### src/rtl/switch_port_receiver.sv
// Endpoint side of a switch output link: per-VC flit FIFOs with credit/ack return upstream
// and a round-robin, lock-on-stall valid/ready drain toward local logic.
package switch_port_receiver_pkg;
  localparam int VC_W = 1;

  typedef struct packed {
    logic [3:0]      src;
    logic [VC_W-1:0] vc;
  } metadata_t;

  typedef struct packed {
    metadata_t   metadata;
    logic [31:0] payload;
  } flit_t;
endpackage

module switch_port_receiver
  import switch_port_receiver_pkg::*;
#(
  parameter  int NUM_VCS  = 2,
  parameter  int DEPTH    = 8,
  localparam int OUT_VC_W = (NUM_VCS > 1) ? $clog2(NUM_VCS) : 1
) (
  input  logic                clk,
  input  logic                n_rst,
  input  logic                data_ready_in,
  input  flit_t               in,
  output logic                packet_sent,
  output logic [NUM_VCS-1:0]  credit_granted,
  output flit_t               out,
  output logic [OUT_VC_W-1:0] out_vc,
  output logic                out_valid,
  input  logic                out_ready,
  output logic                overflow_err
);

  localparam int PTR_W = (DEPTH > 1) ? $clog2(DEPTH) : 1;
  localparam int CNT_W = $clog2(DEPTH + 1);
  localparam logic [CNT_W-1:0] FULL    = CNT_W'(DEPTH);
  localparam logic [PTR_W-1:0] PTR_TOP = PTR_W'(DEPTH - 1);

  flit_t               mem    [NUM_VCS][DEPTH];
  logic [PTR_W-1:0]    rd_ptr [NUM_VCS];
  logic [PTR_W-1:0]    wr_ptr [NUM_VCS];
  logic [CNT_W-1:0]    count  [NUM_VCS];
  logic [OUT_VC_W-1:0] rr_ptr;
  logic [OUT_VC_W-1:0] lock_vc;
  logic                locked;

  logic [OUT_VC_W-1:0] sel_vc;
  logic [OUT_VC_W-1:0] cand;
  logic [OUT_VC_W-1:0] in_vc;
  logic                pop;
  logic                push;
  logic                drop;
  logic [NUM_VCS-1:0]  pop_vec;
  logic [NUM_VCS-1:0]  push_vec;

  // Search order starts just after the last served VC; the loop runs backwards so the
  // nearest non-empty VC is the last (winning) assignment.
  always_comb begin : arbitrate
    sel_vc = rr_ptr;
    cand   = '0;
    if (locked) begin
      sel_vc = lock_vc;
    end else begin
      for (int i = NUM_VCS; i >= 1; i--) begin
        cand = OUT_VC_W'((int'(rr_ptr) + i) % NUM_VCS);
        if (count[cand] != '0) sel_vc = cand;
      end
    end
  end

  // Handshake: out_valid means out/out_vc hold a buffered flit; a transfer (pop) happens on
  // every rising edge where out_valid && out_ready. Once out_valid is shown, the flit stays
  // presented unchanged until it is taken.
  always_comb begin : drain_side
    out_valid = (count[sel_vc] != '0);
    out       = out_valid ? mem[sel_vc][rd_ptr[sel_vc]] : '0;
    out_vc    = out_valid ? sel_vc : '0;
    pop       = out_valid && out_ready;
    pop_vec   = pop ? (NUM_VCS'(1) << sel_vc) : '0;
  end

  // A full VC still accepts when its head leaves in the same cycle.
  always_comb begin : fill_side
    in_vc    = OUT_VC_W'(in.metadata.vc);
    push     = data_ready_in && ((count[in_vc] != FULL) || (pop && (sel_vc == in_vc)));
    drop     = data_ready_in && !push;
    push_vec = push ? (NUM_VCS'(1) << in_vc) : '0;
  end

  always_ff @(posedge clk) begin
    if (push) mem[in_vc][wr_ptr[in_vc]] <= in;
  end

  always_ff @(posedge clk or negedge n_rst) begin
    if (!n_rst) begin
      for (int v = 0; v < NUM_VCS; v++) begin
        rd_ptr[v] <= '0;
        wr_ptr[v] <= '0;
        count[v]  <= '0;
      end
      rr_ptr         <= '0;
      lock_vc        <= '0;
      locked         <= 1'b0;
      packet_sent    <= 1'b0;
      credit_granted <= '0;
      overflow_err   <= 1'b0;
    end else begin
      for (int v = 0; v < NUM_VCS; v++) begin
        if (push_vec[v]) wr_ptr[v] <= (wr_ptr[v] == PTR_TOP) ? '0 : wr_ptr[v] + 1'b1;
        if (pop_vec[v])  rd_ptr[v] <= (rd_ptr[v] == PTR_TOP) ? '0 : rd_ptr[v] + 1'b1;
        if (push_vec[v] && !pop_vec[v])      count[v] <= count[v] + 1'b1;
        else if (pop_vec[v] && !push_vec[v]) count[v] <= count[v] - 1'b1;
      end
      if (pop) begin
        rr_ptr <= sel_vc;
        locked <= 1'b0;
      end else if (out_valid) begin
        locked  <= 1'b1;
        lock_vc <= sel_vc;
      end
      packet_sent    <= push;
      credit_granted <= pop_vec;
      overflow_err   <= overflow_err | drop;
    end
  end

endmodule
### config.mk
export PLATFORM = sky130hd
export DESIGN_NAME = switch_port_receiver
export DESIGN_NICKNAME = d
export VERILOG_FILES = /design/src/rtl/switch_port_receiver.sv
export SDC_FILE = /design/constraint.sdc
export NUM_CORES = 1
export LEC_CHECK = 0
export CAP_MARGIN = 25
export CORE_ASPECT_RATIO = 2
export CORE_MARGIN = 3
export CORE_UTILIZATION = 55
export DETAILED_ROUTE_END_ITERATION = 10
export HOLD_SLACK_MARGIN = 0.06
export PLACE_DENSITY_LB_ADDON = 0.25
export SLEW_MARGIN = 20
export SYNTH_ARGS = -nofsm -noshare
export SYNTH_HDL_FRONTEND = slang
export SYNTH_SLANG_ARGS = --single-unit
### constraint.sdc
create_clock -name clk -period 4.9 [get_ports clk]
set_input_delay 1.47 -clock clk [delete_from_list [all_inputs] [get_ports clk]]
set_output_delay 1.47 -clock clk [all_outputs]
set_load 0.02 [all_outputs]
* Word level (Yosys, flattened, before mapping) *
Memory sizes are Yosys's and may differ from the RTL's.
Index checks and enable logic that the tools add are counted.

operators by class
  shifts and indexed selects = 2
  mux-type cells = 42
  bitwise operators = 8
  reduce and logical (&&, ||, !) cells = 22
  magnitude comparators = 7
  add/subtract/negate cells = 10
  equality and inequality tests = 6

operators with widths
  cell                                                                           count
  296-bit two-way mux                                                            1
  37-bit two-way mux                                                             4
  37-bit binary-select mux with 3-bit select                                     1
  37-bit demux with 3-bit select                                                 1
  4-bit two-way mux                                                              16
  3-bit two-way mux                                                              10
  3-bit by 1-bit adder with 3-bit output (second input constant)                 4
  3-bit == test (second input constant)                                          4
  4-bit nonzero test                                                             3
  1-bit logical AND                                                              9
  4-bit by 1-bit adder with 4-bit output (second input constant)                 2
  2-bit greater-or-equal comparator (second input constant)                      4
  4-bit greater-or-equal comparator (second input constant)                      2
  1-bit NOT with 2-bit output                                                    4
  3-bit NOT with 4-bit output                                                    2
  4-bit by 1-bit subtractor with 4-bit output (second input constant)            2
  1-bit two-way mux                                                              7
  2-bit nonzero test                                                             3
  1-bit zero test                                                                5
  4-bit by 1-bit less-than comparator with 1-bit output (second input constant)  1
  2-bit two-way mux                                                              2
  4-bit inequality test (second input constant)                                  1
  1-bit by 1-bit left shift with 2-bit output (first input constant)             2
  1-bit adder (second input constant)                                            2
  other kinds (5)                                                                5

storage, ports and cells
  input port bits = 41
  memories = 1
  bits in registers = 27
  bits in writable memories = 592
  logic and storage cells = 110

memory list
  memory  depth  bits a word  read ports  clocked after Yosys merged registers in  write ports  line  RTL
  mem     2      296          1           0                                        1            42    flit_t mem [NUM_VCS][DEPTH];

* Longest topological paths before layout *
  word-level depth = 23
  depth in mapped cells = 13
  mapped depth without buffers = 11

* Worst setup path after synthesis *
No wires, ideal clock.

  kind = input port to flip-flop
  start = input out_ready
  end = memory mem[0][37] (netlist name) (enable)
  path slack = -0.666 ns
  arrival time = 5.081 ns
  stages on the path = 5
  path through = clkbuf_1 > o211ai_1 > a311o_1 > buf_2 > nor3b_1

between the ends
  word-level cells in the longest chain between the ends = 6

ends and longest elaborated chain
  item                                       line  RTL
  start: declaration                         33    input logic out_ready,
  1-bit logical AND                          81    pop = out_valid && out_ready;
  1-bit logical AND                          88    push = data_ready_in && ((count[in_vc] != FULL) || (pop && (sel_vc == in_vc)));
  1-bit logical OR                           88
  1-bit logical AND                          88
  1-bit two-way mux                          94    if (push) mem[in_vc][wr_ptr[in_vc]] <= in;
  296-bit two-way mux (implied by the code)  94
  end: declaration                           42

No other way between the ends.

==> impl_metrics.py <==
metrics = {
    "drt": {
        "vias": 11700,
        "routedWlPerCell_microns": 29.1,
        "drt_wl_total_microns": 53300,
        "vias_per_cell": 6.37,
        "drtPass1Iterations": 5,
        "drcViolationCount": 0,
        "drt-initial-drc-count": 999,
        "ant_nets": 0,
    },
    "final_layout": {
        "layout-drive-gt1-share_pct": 24.9,
        "areaGrowthSynthToFinish_pct": 15.0,
        "num-nets-final": 1299,
        "final_util_pct": 64.1,
    },
    "critical_path": {
        "worst_ep_arrival_time_ns": 3.36,
        "crit_path_end_kind": "primary output",
        "cp.required_ns": 3.43,
        "critPathLaunchType": "register",
        "r2r_slack_ns": 1.52,
        "crit_type": "reg2out",
        "path_max_fanout": 24,
    },
    "pwr": {
        "intPower_mw": 11.2,
        "ir_drop_uv": 341,
        "swShare_pct": 31.7,
        "p_per_area_mw_per_mm2": 585,
        "p_leak_nw": 8.84,
        "p_comb_share_pct": 34.2,
        "p_switching_mw": 5.17,
        "p_seq_share_pct": 41.8,
        "clkPwrFrac_pct": 24.0,
    },
    "floorplanning": {
        "core_sq_mm": 0.0435,
        "io_pins": 84,
        "die_height_microns": 303,
        "initial_core_util_pct": 55.8,
        "rows": 108,
        "die_w_microns": 155,
        "die-area_sq_mm": 0.0468,
    },
    "clocking": {
        "numCtsBuffers": 50,
        "cts_max_level": 2,
        "clock-root-buffer": "clkbuf_16",
        "cts.sinks": 619,
        "clkTransAtPathRegs_ns": 0.07,
        "clockBufferDepth": 3,
        "cts_tree": "done",
        "clk_latency_ns": 0.58,
    },
    "timing": {
        "rsz0062_at_grt": "no",
        "finalMaxSlewViolations": 0,
        "final.setup.worst_slack_ns": 0.0708,
        "fmax_mhz": 207,
        "fin_worst_skew_ns": 0.0244,
        "period_minus_slack_ns": 4.83,
        "setup_viol": 0,
        "period_share_pct": 98.6,
        "hold_violations": 0,
        "maxSlewHeadroom_pct": 33.6,
        "tightest_slew_ns": 0.995,
    },
    "global_route": {
        "first_global_vias": 12600,
        "grt_max_degree": 47,
        "gr-total-overflow": 0,
        "grt_use_total_pct": 23.3,
        "antenna_found_initial": 2,
        "grt_pass1_wl_microns": 80300,
    },
    "yosys": {
        "synth.distinct_cells": 46,
        "synth-edff-count": 592,
        "syn_inst": 1117,
        "yosys_warnings": 0,
        "syn_area_sq_mm": 0.0243,
        "yosys.area.top_type": "edfxtp_1",
        "synthesis.nets": 1174,
        "yosysTopAreaCellShare_pct": 73.2,
        "avgSynthCellArea_sq_um": 21.7,
        "synth_ff_type": "edfxtp_1",
        "synth_area_leaders": "edfxtp_1 (73%), mux4_2 (14%), dfrtp_1 (2.8%)",
        "ys_seq_area_share_pct": 76.0,
        "synthArstFlopShare_pct": 4.36,
        "synth_most_common_cell": "edfxtp_1",
        "synth_seq_cells": 619,
        "synthTopCellsByCount": "edfxtp_1 (592), mux4_2 (148), a211oi_1 (64)",
    },
    "outcome": {
        "status": "completed",
    },
    "placement": {
        "gp_congestion": 0.798,
        "preCtsSetupSlack_ns": 0.437,
        "io_buffers": 83,
        "detailed_place_hpwl_microns": 29400,
    },
    "flow_run": {
        "drv_cap": 0,
    },
    "worst_hold_path": {
        "hold_path.class": "reg2reg",
    },
}
through the flow:
stage	cell area (sq um)	hold WS [ns]	power, mW	TNS (ns)	std cells
after CTS	27900	0.522	16.5	0	1833
after global routing	27900	0.519	17.0	0	1834
after floorplan	24300	0.484	10.3	-171.32	1117
after detailed placement	26200	0.507	12.5	0	1737
after global placement	26200	0.487	12.4	0	1736
final	27900	0.502	16.3	0	1835
final timing paths:
path / start / depth (start not counted) / end
worst min register to register: overflow_err$_DFF_PN0_ / 1 / overflow_err$_DFF_PN0_
worst max-delay path: count[0]$_DFFE_PN0P_ / 7 / out[35]
min in group asynchronous: n_rst / 1 / count[0]$_DFFE_PN0P_
worst min-delay path: overflow_err$_DFF_PN0_ / 1 / overflow_err$_DFF_PN0_
max in group asynchronous: n_rst / 3 / wr_ptr[2]$_DFFE_PN0P_
worst max register to register: count[0]$_DFFE_PN0P_ / 11 / count[7]$_DFFE_PN0P_
kinds of logic (layout without fill, tap and decap cells):
| group | Yosys count | after routing | share of synthesized area, % |
|---|---|---|---|
| and+or+nand+nor | 93 | 93 | 2.08 |
| adders and majority gates | 16 | 16 | 0.887 |
| other | 0 | 2 | 0 |
| DFF | 619 | 619 | 76.0 |
| muxes | 199 | 199 | 15.9 |
| buffers and inverters | 77 | 243 | 1.39 |
| AOI/OAI and AO/OA | 107 | 107 | 3.50 |
| xor gates and xnor gates | 6 | 6 | 0.217 |
area by class of cell:
cell class	count	area, sq um
sequential	619	18500
fill	2890	15600
multi-input combinational	421	5630
timing repair buffer	138	1480
clock buffer	66	1340
tap	550	688
clock inverter	27	253
inverter	12	45.0
antenna	2	5.00
per-layer routing:
metal / track usage, % / vias up / share of wire (%)
met1: 28.7 / 6248 / 36
met2: 42.6 / 417 / 56
li1: - / 4937 / -
met5: 0 / - / 0
met3: 2.78 / 95 / 5.0
met4: 7.96 / 0 / 2.8
power groups by stage:
stage               Combinational (mW)  Clock (mW)  Sequential [mW]
global route                      5.94        4.18             6.88
detailed placement                5.55           0             6.93
floorplan                         3.73           0             6.58
global placement                  5.49           0             6.90
CTS                               5.66        4.00             6.83
finish                            5.59        3.93             6.82
sequential cells by signal, summed over array words and instances (netlist names):
register / flops
overflow_err: 1
credit_granted: 2
rr_ptr: 1
locked: 1
packet_sent: 1
wr_ptr: 6
lock_vc: 1
rd_ptr: 6
count: 8
mem: 592
worst max-delay path: stages (launching register included):
cell	delay, ns
dfrtp_1	0.47
or4_4	0.64
o221ai_4	0.19
buf_4	0.16
buf_12	0.20
a211oi_1	0.08
a211oi_1	0.35
clkdlybuf4s50_1	0.68
cell usage in the layout, fill, tap and decap left out, drive strengths merged, types with 12 or more instances in the layout:
master and n:
edfxtp 592, inv 12, clkbuf 66, buf 54, nor2 21, clkdlybuf4s50 80, clkinv 21, nor2b 37
mux4 148, mux2i 40, a211oi 74, dfrtp 27, ha 14
what timing repair did:
item | CTS | global route
endpoints found under the setup margin | 13 | 2
gates resized for setup | 6 | 2
gates cloned | 1 | 0
hold buffers | 0 | 0
pin swaps | 1 | 0
buffers inserted | 2 | 0
Note: power is estimated with default switching activity, not from simulation.
